`src/rtl/graphics_pkg.sv`:
```
// Shared encodings and screen constants for the graphics pipeline.
// Coordinates are in half-resolution units (320x240 visible).
package graphics_pkg;

  typedef enum logic [1:0] {
    ST_ATTRACT = 2'd0,
    ST_RUN     = 2'd1,
    ST_DEAD    = 2'd2
  } game_state_t;

  typedef enum logic [1:0] {
    PH_IDLE   = 2'd0,
    PH_PLAYER = 2'd1,
    PH_OBST   = 2'd2,
    PH_CHECK  = 2'd3
  } phase_t;

  localparam int H_DISPLAY = 320;
  localparam int V_DISPLAY = 240;

  localparam int GROUND_Y_DEFAULT     = 200;
  localparam int OBST_START_X_DEFAULT = 320;

endpackage

```
`src/rtl/button_sync.sv`:
```
// Two-flop synchronizer with rising-edge pulse, one lane per input bit.
// The pulse is combinational from the synchronized and delayed copies.
module button_sync #(
  parameter int WIDTH = 1
) (
  input  logic             clk,
  input  logic             reset,
  input  logic [WIDTH-1:0] async_in,
  output logic [WIDTH-1:0] rise
);

  genvar gi;
  generate
    for (gi = 0; gi < WIDTH; gi++) begin : g_bit
      logic sync1_reg;
      logic sync2_reg;
      logic prev_reg;

      always_ff @(posedge clk or posedge reset) begin
        if (reset) begin
          sync1_reg <= 1'b0;
          sync2_reg <= 1'b0;
          prev_reg  <= 1'b0;
        end else begin
          sync1_reg <= async_in[gi];
          sync2_reg <= sync1_reg;
          prev_reg  <= sync2_reg;
        end
      end

      assign rise[gi] = sync2_reg & ~prev_reg;
    end
  endgenerate

endmodule

```
`src/rtl/game_sequencer.sv`:
```
// Per-frame game logic: game state machine plus a three-phase update
// sequence (player physics, obstacle scroll, collision check) per tick.
module game_sequencer
  import graphics_pkg::*;
#(
  parameter int GROUND_Y     = GROUND_Y_DEFAULT,
  parameter int OBST_START_X = OBST_START_X_DEFAULT,
  parameter int OBST_SPEED   = 2,
  parameter int JUMP_V       = 12,
  parameter int GRAVITY      = 1,
  parameter int MAX_FALL     = 15,
  parameter int DEAD_TICKS   = 60
) (
  input  logic       clk,
  input  logic       reset,
  input  logic       i_game_tick,
  input  logic       i_button,
  input  logic       i_display_on,
  input  logic       i_color_player,
  input  logic       i_color_obstacle,
  output logic [8:0] o_player_y,
  output logic [8:0] o_obstacle_x,
  output logic [7:0] o_score,
  output logic [1:0] o_state,
  output logic       o_busy
);

  localparam logic [8:0]         GROUND_Y_C   = 9'(GROUND_Y);
  localparam logic signed [10:0] GROUND_Y_S   = 11'(GROUND_Y);
  localparam logic [8:0]         OBST_START_C = 9'(OBST_START_X);
  localparam logic [8:0]         OBST_SPEED_C = 9'(OBST_SPEED);
  localparam logic signed [10:0] JUMP_V_C     = 11'(JUMP_V);
  localparam logic signed [5:0]  JUMP_VEL_C   = 6'(GRAVITY - JUMP_V);
  localparam logic signed [6:0]  GRAVITY_C    = 7'(GRAVITY);
  localparam logic signed [6:0]  MAX_FALL_C   = 7'(MAX_FALL);
  localparam logic [7:0]         DEAD_C       = 8'(DEAD_TICKS);

  game_state_t        state_reg, state_next;
  phase_t             phase_reg, phase_next;
  logic [8:0]         y_reg, y_next;
  logic [8:0]         x_reg, x_next;
  logic [7:0]         score_reg, score_next;
  logic signed [5:0]  vel_reg, vel_next;
  logic               jump_req_reg, jump_req_next;
  logic               hit_reg, hit_next;
  logic               start_armed_reg, start_armed_next;
  logic [7:0]         dead_cnt_reg, dead_cnt_next;

  logic               btn_rise;
  logic signed [10:0] y_cand;
  logic signed [5:0]  vel_cand;
  logic signed [6:0]  vel_inc;

  button_sync #(.WIDTH(1)) u_button (
    .clk      (clk),
    .reset    (reset),
    .async_in (i_button),
    .rise     (btn_rise)
  );

  always_ff @(posedge clk or posedge reset) begin
    if (reset) begin
      state_reg       <= ST_ATTRACT;
      phase_reg       <= PH_IDLE;
      y_reg           <= GROUND_Y_C;
      x_reg           <= OBST_START_C;
      score_reg       <= 8'h00;
      vel_reg         <= '0;
      jump_req_reg    <= 1'b0;
      hit_reg         <= 1'b0;
      start_armed_reg <= 1'b0;
      dead_cnt_reg    <= '0;
    end else begin
      state_reg       <= state_next;
      phase_reg       <= phase_next;
      y_reg           <= y_next;
      x_reg           <= x_next;
      score_reg       <= score_next;
      vel_reg         <= vel_next;
      jump_req_reg    <= jump_req_next;
      hit_reg         <= hit_next;
      start_armed_reg <= start_armed_next;
      dead_cnt_reg    <= dead_cnt_next;
    end
  end

  always_comb begin
    state_next       = state_reg;
    phase_next       = phase_reg;
    y_next           = y_reg;
    x_next           = x_reg;
    score_next       = score_reg;
    vel_next         = vel_reg;
    jump_req_next    = jump_req_reg;
    hit_next         = hit_reg;
    start_armed_next = start_armed_reg;
    dead_cnt_next    = dead_cnt_reg;
    y_cand           = '0;
    vel_cand         = '0;
    vel_inc          = '0;

    // Overlap is only meaningful while playing and inside visible video
    if (state_reg == ST_RUN && i_display_on && i_color_player && i_color_obstacle)
      hit_next = 1'b1;

    case (state_reg)
      ST_ATTRACT: begin
        if (btn_rise)
          start_armed_next = 1'b1;
        if (i_game_tick && start_armed_reg) begin
          state_next       = ST_RUN;
          start_armed_next = 1'b0;
          hit_next         = 1'b0;
          jump_req_next    = 1'b0;
        end
      end

      ST_RUN: begin
        if (btn_rise)
          jump_req_next = 1'b1;
        case (phase_reg)
          PH_IDLE: begin
            if (i_game_tick)
              phase_next = PH_PLAYER;
          end
          PH_PLAYER: begin
            phase_next = PH_OBST;
            if (y_reg == GROUND_Y_C && jump_req_reg) begin
              y_cand        = $signed({2'b00, y_reg}) - JUMP_V_C;
              vel_cand      = JUMP_VEL_C;
              // A fresh edge in the consuming cycle survives as a new request
              jump_req_next = btn_rise;
            end else begin
              y_cand   = $signed({2'b00, y_reg}) + $signed({{5{vel_reg[5]}}, vel_reg});
              vel_inc  = $signed({vel_reg[5], vel_reg}) + GRAVITY_C;
              vel_cand = (vel_inc > MAX_FALL_C) ? MAX_FALL_C[5:0] : vel_inc[5:0];
            end
            if (y_cand >= GROUND_Y_S) begin
              y_next   = GROUND_Y_C;
              vel_next = '0;
            end else if (y_cand[10]) begin
              y_next   = '0;
              vel_next = vel_cand;
            end else begin
              y_next   = y_cand[8:0];
              vel_next = vel_cand;
            end
          end
          PH_OBST: begin
            phase_next = PH_CHECK;
            if (x_reg < OBST_SPEED_C) begin
              x_next = OBST_START_C;
              if (score_reg != 8'h99) begin
                if (score_reg[3:0] == 4'd9)
                  score_next = {score_reg[7:4] + 4'd1, 4'd0};
                else
                  score_next = {score_reg[7:4], score_reg[3:0] + 4'd1};
              end
            end else begin
              x_next = x_reg - OBST_SPEED_C;
            end
          end
          PH_CHECK: begin
            phase_next = PH_IDLE;
            hit_next   = 1'b0;
            if (hit_reg) begin
              state_next    = ST_DEAD;
              dead_cnt_next = DEAD_C;
              jump_req_next = 1'b0;
            end
          end
          default: phase_next = PH_IDLE;
        endcase
      end

      ST_DEAD: begin
        if (i_game_tick && dead_cnt_reg != 8'd0)
          dead_cnt_next = dead_cnt_reg - 8'd1;
        if (btn_rise && dead_cnt_reg == 8'd0) begin
          state_next    = ST_RUN;
          y_next        = GROUND_Y_C;
          vel_next      = '0;
          x_next        = OBST_START_C;
          score_next    = 8'h00;
          jump_req_next = 1'b0;
          hit_next      = 1'b0;
        end
      end

      default: state_next = ST_ATTRACT;
    endcase
  end

  assign o_player_y   = y_reg;
  assign o_obstacle_x = x_reg;
  assign o_score      = score_reg;
  assign o_state      = state_reg;
  assign o_busy       = (phase_reg != PH_IDLE);

endmodule

```
`config.mk`:
```
export PLATFORM = sky130hd
export DESIGN_NAME = game_sequencer
export DESIGN_NICKNAME = d
export VERILOG_FILES = /design/src/rtl/graphics_pkg.sv /design/src/rtl/button_sync.sv /design/src/rtl/game_sequencer.sv
export SDC_FILE = /design/constraint.sdc
export NUM_CORES = 1
export LEC_CHECK = 0
export ABC_AREA = 1
export ABC_CLOCK_PERIOD_IN_PS = 5100
export BUFFER_PORTS_ARGS = -buffer_cell sky130_fd_sc_hd__buf_2
export CAP_MARGIN = 15
export CORE_ASPECT_RATIO = 0.9
export CORE_MARGIN = 2
export CORE_UTILIZATION = 50
export CTS_CLUSTER_DIAMETER = 80
export DETAILED_ROUTE_END_ITERATION = 6
export PLACE_DENSITY = 0.77
export SYNTH_ARGS = -nofsm -noshare
export SYNTH_HDL_FRONTEND = slang
export SYNTH_SLANG_ARGS = --single-unit
```
`constraint.sdc`:
```
create_clock -name clk -period 5.1 [get_ports clk]
set_clock_uncertainty 0.1 [all_clocks]
set_input_delay 1.02 -clock clk [delete_from_list [all_inputs] [get_ports clk]]
set_output_delay 1.02 -clock clk [all_outputs]
set_load 0.05 [all_outputs]
```
==> results.sh <==
export IMPL_status="finished, final reports clean"
export IMPL_r2r_slack_ps=2470
export IMPL_synth_area_per_cell_um2=7.45
export IMPL_final_cells=586
export IMPL_drive_gt1_frac=0.159
export IMPL_final_area_mm2=0.00379
export IMPL_rsz0062_at_grt="false"
export IMPL_die_h_um=82.1
export IMPL_crit_cells=15
export IMPL_crit_arrival_ps=2770
export IMPL_synth_edf_count=0
export IMPL_area_growth_pct=11.7
export IMPL_ant_nets=0
export IMPL_grt_use_total=0.213
export IMPL_hold_path_class="flip-flop to flip-flop"
export IMPL_synth_main_ff_cell="dfrtp_1"
export IMPL_fin_crit_ps=2630
export IMPL_multi_input_area_mm2=0.00190
export IMPL_via_per_inst=5.30
export IMPL_cts_buffers=5
export IMPL_r2r_cells=15
export IMPL_crit_path_top_delay_cell="dfrtp_1"
export IMPL_max_slew_margin_rel=0.327
export IMPL_synth_area_leaders="dfrtp_1 (32%), nand2_1 (12%), ha_1 (9.2%), inv_1 (6.8%), nand3_1 (6.2%)"
export IMPL_layout_common_cells="nand2_1 (109), inv_1 (60), nor2_1 (48)"
export IMPL_crit_family="simple AND/OR/NAND/NOR gates"
export IMPL_ctsRootBufferMaster="clkbuf_8"
export IMPL_post_cts_buffers=0
export IMPL_crit_top_cell="nand2_1"
export IMPL_synth_top_area_cell="dfrtp_1"
export IMPL_syn_inst=455
export IMPL_yosys_warnings=0
export IMPL_gr_total_overflow=0
export IMPL_start_kind="flip-flop"
export IMPL_nets=528
export IMPL_path_clk_slew_ps=90
export IMPL_cts_sinks=49
export IMPL_place_area_mm2=0.00367
export IMPL_clk_latency_ps=300
export IMPL_antenna_found_initial=0
export IMPL_syn_nets=488
export IMPL_gp_congestion=0.933
export IMPL_min_path_cells=0
export IMPL_grt_pass1_vias=2880
export IMPL_ys_types=42
export IMPL_pwr_density_cell_mw_per_mm2=669
export IMPL_num_io_pins=36
export IMPL_hold_worst_slack_ps=257
export IMPL_placedCellCount=578
export IMPL_async_flop_share=1.00
export IMPL_htree_num_levels=2
export IMPL_drtPass1Iterations=4
export IMPL_layout_commonest_cell="nand2_1"
export IMPL_routed_wl_um=7640
export IMPL_worst_pin_slew_ps=1010
export IMPL_yosysSeqAreaShare=0.363
export IMPL_cpPeakStageDelay_ps=480
export IMPL_fp_row_count=28
export IMPL_crit_buf_inv=2
export IMPL_cts_hold_buf=0
export IMPL_syn_area_mm2=0.00339
export IMPL_p_leak_nw=2.02
export IMPL_report_final_slew_viol_count=0
export IMPL_cap_violations=0
export IMPL_start_util=0.515
export IMPL_period_share=0.516
export IMPL_grt_pass1_wl_um=12900
export IMPL_cts_resized_gates=0
export IMPL_critPathKind="flip-flop to flip-flop"
export IMPL_yosys_area_top_type_share=0.325
export IMPL_n_antenna_cell=0
export IMPL_fmax_ghz=0.380
export IMPL_peakVddDrop_uv=257
export IMPL_hold_viol=0
export IMPL_worst_path_max_fanout=9
export IMPL_clockBufferDepth=2
export IMPL_setup_tns_ps=0
export IMPL_largest_reg_flops=9
export IMPL_seq_area_mm2=0.00123
export IMPL_grt_start_max_net_pins=50
export IMPL_hpwl_um=5840
export IMPL_io_buffers=34
export IMPL_cts_tree="yes"
export IMPL_num_fill_cells=612
export IMPL_drt_wirelength_per_cell_um=13.0
export IMPL_required_ps=5240
export IMPL_core_mm2=0.00659
export IMPL_drcViolationCount=0
export IMPL_worstPathCellList="ha_1 -> inv_1 -> fa_1 -> inv_1 -> nand3_1 -> nand2_1 -> nand2_1 -> nand2_1 -> nand2_1 -> nand3_1 -> and3_1 -> nand2_2 -> nand2_4 -> nand3_1 -> nand2_1"
export IMPL_vias=3106
export IMPL_first_iter_violations=141
export IMPL_die_x_um=90.8
export IMPL_end_kind="flip-flop"
export IMPL_setup_violations=0
export IMPL_dieArea_mm2=0.00746
export IMPL_ys_ff_latch=49
power by group:
part,total [W],switching [W],internal (W)
combinational,0.00157,0.00110,0.000472
clock,0.000286,0.000126,0.000160
sequential,0.000678,0.000155,0.000523
total,0.00253,0.00138,0.00115
per-stage QoR:
step                      setup WS (ps)  utilization  total power [W]
after floorplan                    2540            -          0.00188
final                              2470        0.575          0.00253
after global placement             2630        0.557          0.00219
after global routing               2160        0.575          0.00277
after detailed placement           2520        0.557          0.00224
after CTS                          2500        0.575          0.00253
logic make-up after synthesis:
logic type	Yosys count	synth area share
AOI/OAI and AO/OA	57	0.100
xor gates and xnor gates	8	0.0207
adders and majority gates	26	0.0982
buffers and inverters	67	0.0753
DFF	49	0.363
other	1	0.00111
and+or+nand+nor	247	0.341
final cells by class:
cell class,instances,share of cell area
timing repair buffer,35,0.0469
clock buffer,7,0.0228
sequential,49,0.326
tap,90,0.0297
inverter,65,0.0644
clock inverter,1,0.00793
multi-input combinational,339,0.503
layer usage:
metal	vias up	share of wire	global-route usage
met3	7	0.051	0.0390
met2	86	0.47	0.359
met1	1456	0.48	0.293
li1	1557	-	-
met5	-	0	0
met4	0	0.0076	0.0409
final timing paths:
check | startpoint | endpoint
setup / recovery | vel_reg[0] | vel_reg[4]
hold / removal | u_button.g_bit[0].sync1_reg | u_button.g_bit[0].sync2_reg
setup reg to reg | vel_reg[0] | vel_reg[4]
hold reg to reg | u_button.g_bit[0].sync1_reg | u_button.g_bit[0].sync2_reg
max in group asynchronous | reset | phase_reg[0]
min in group asynchronous | reset | o_score[7]
cells in the mapped netlist (7+ instances only):
library cell and count:
nor2_1 48, dfrtp_1 44, o21ai_0 26, ha_1 25
a21oi_1 13, nand2_1 109, nand4_1 12, inv_1 61
xor2_1 7, nand3_1 42
Power figures use the tool's default switching activity.
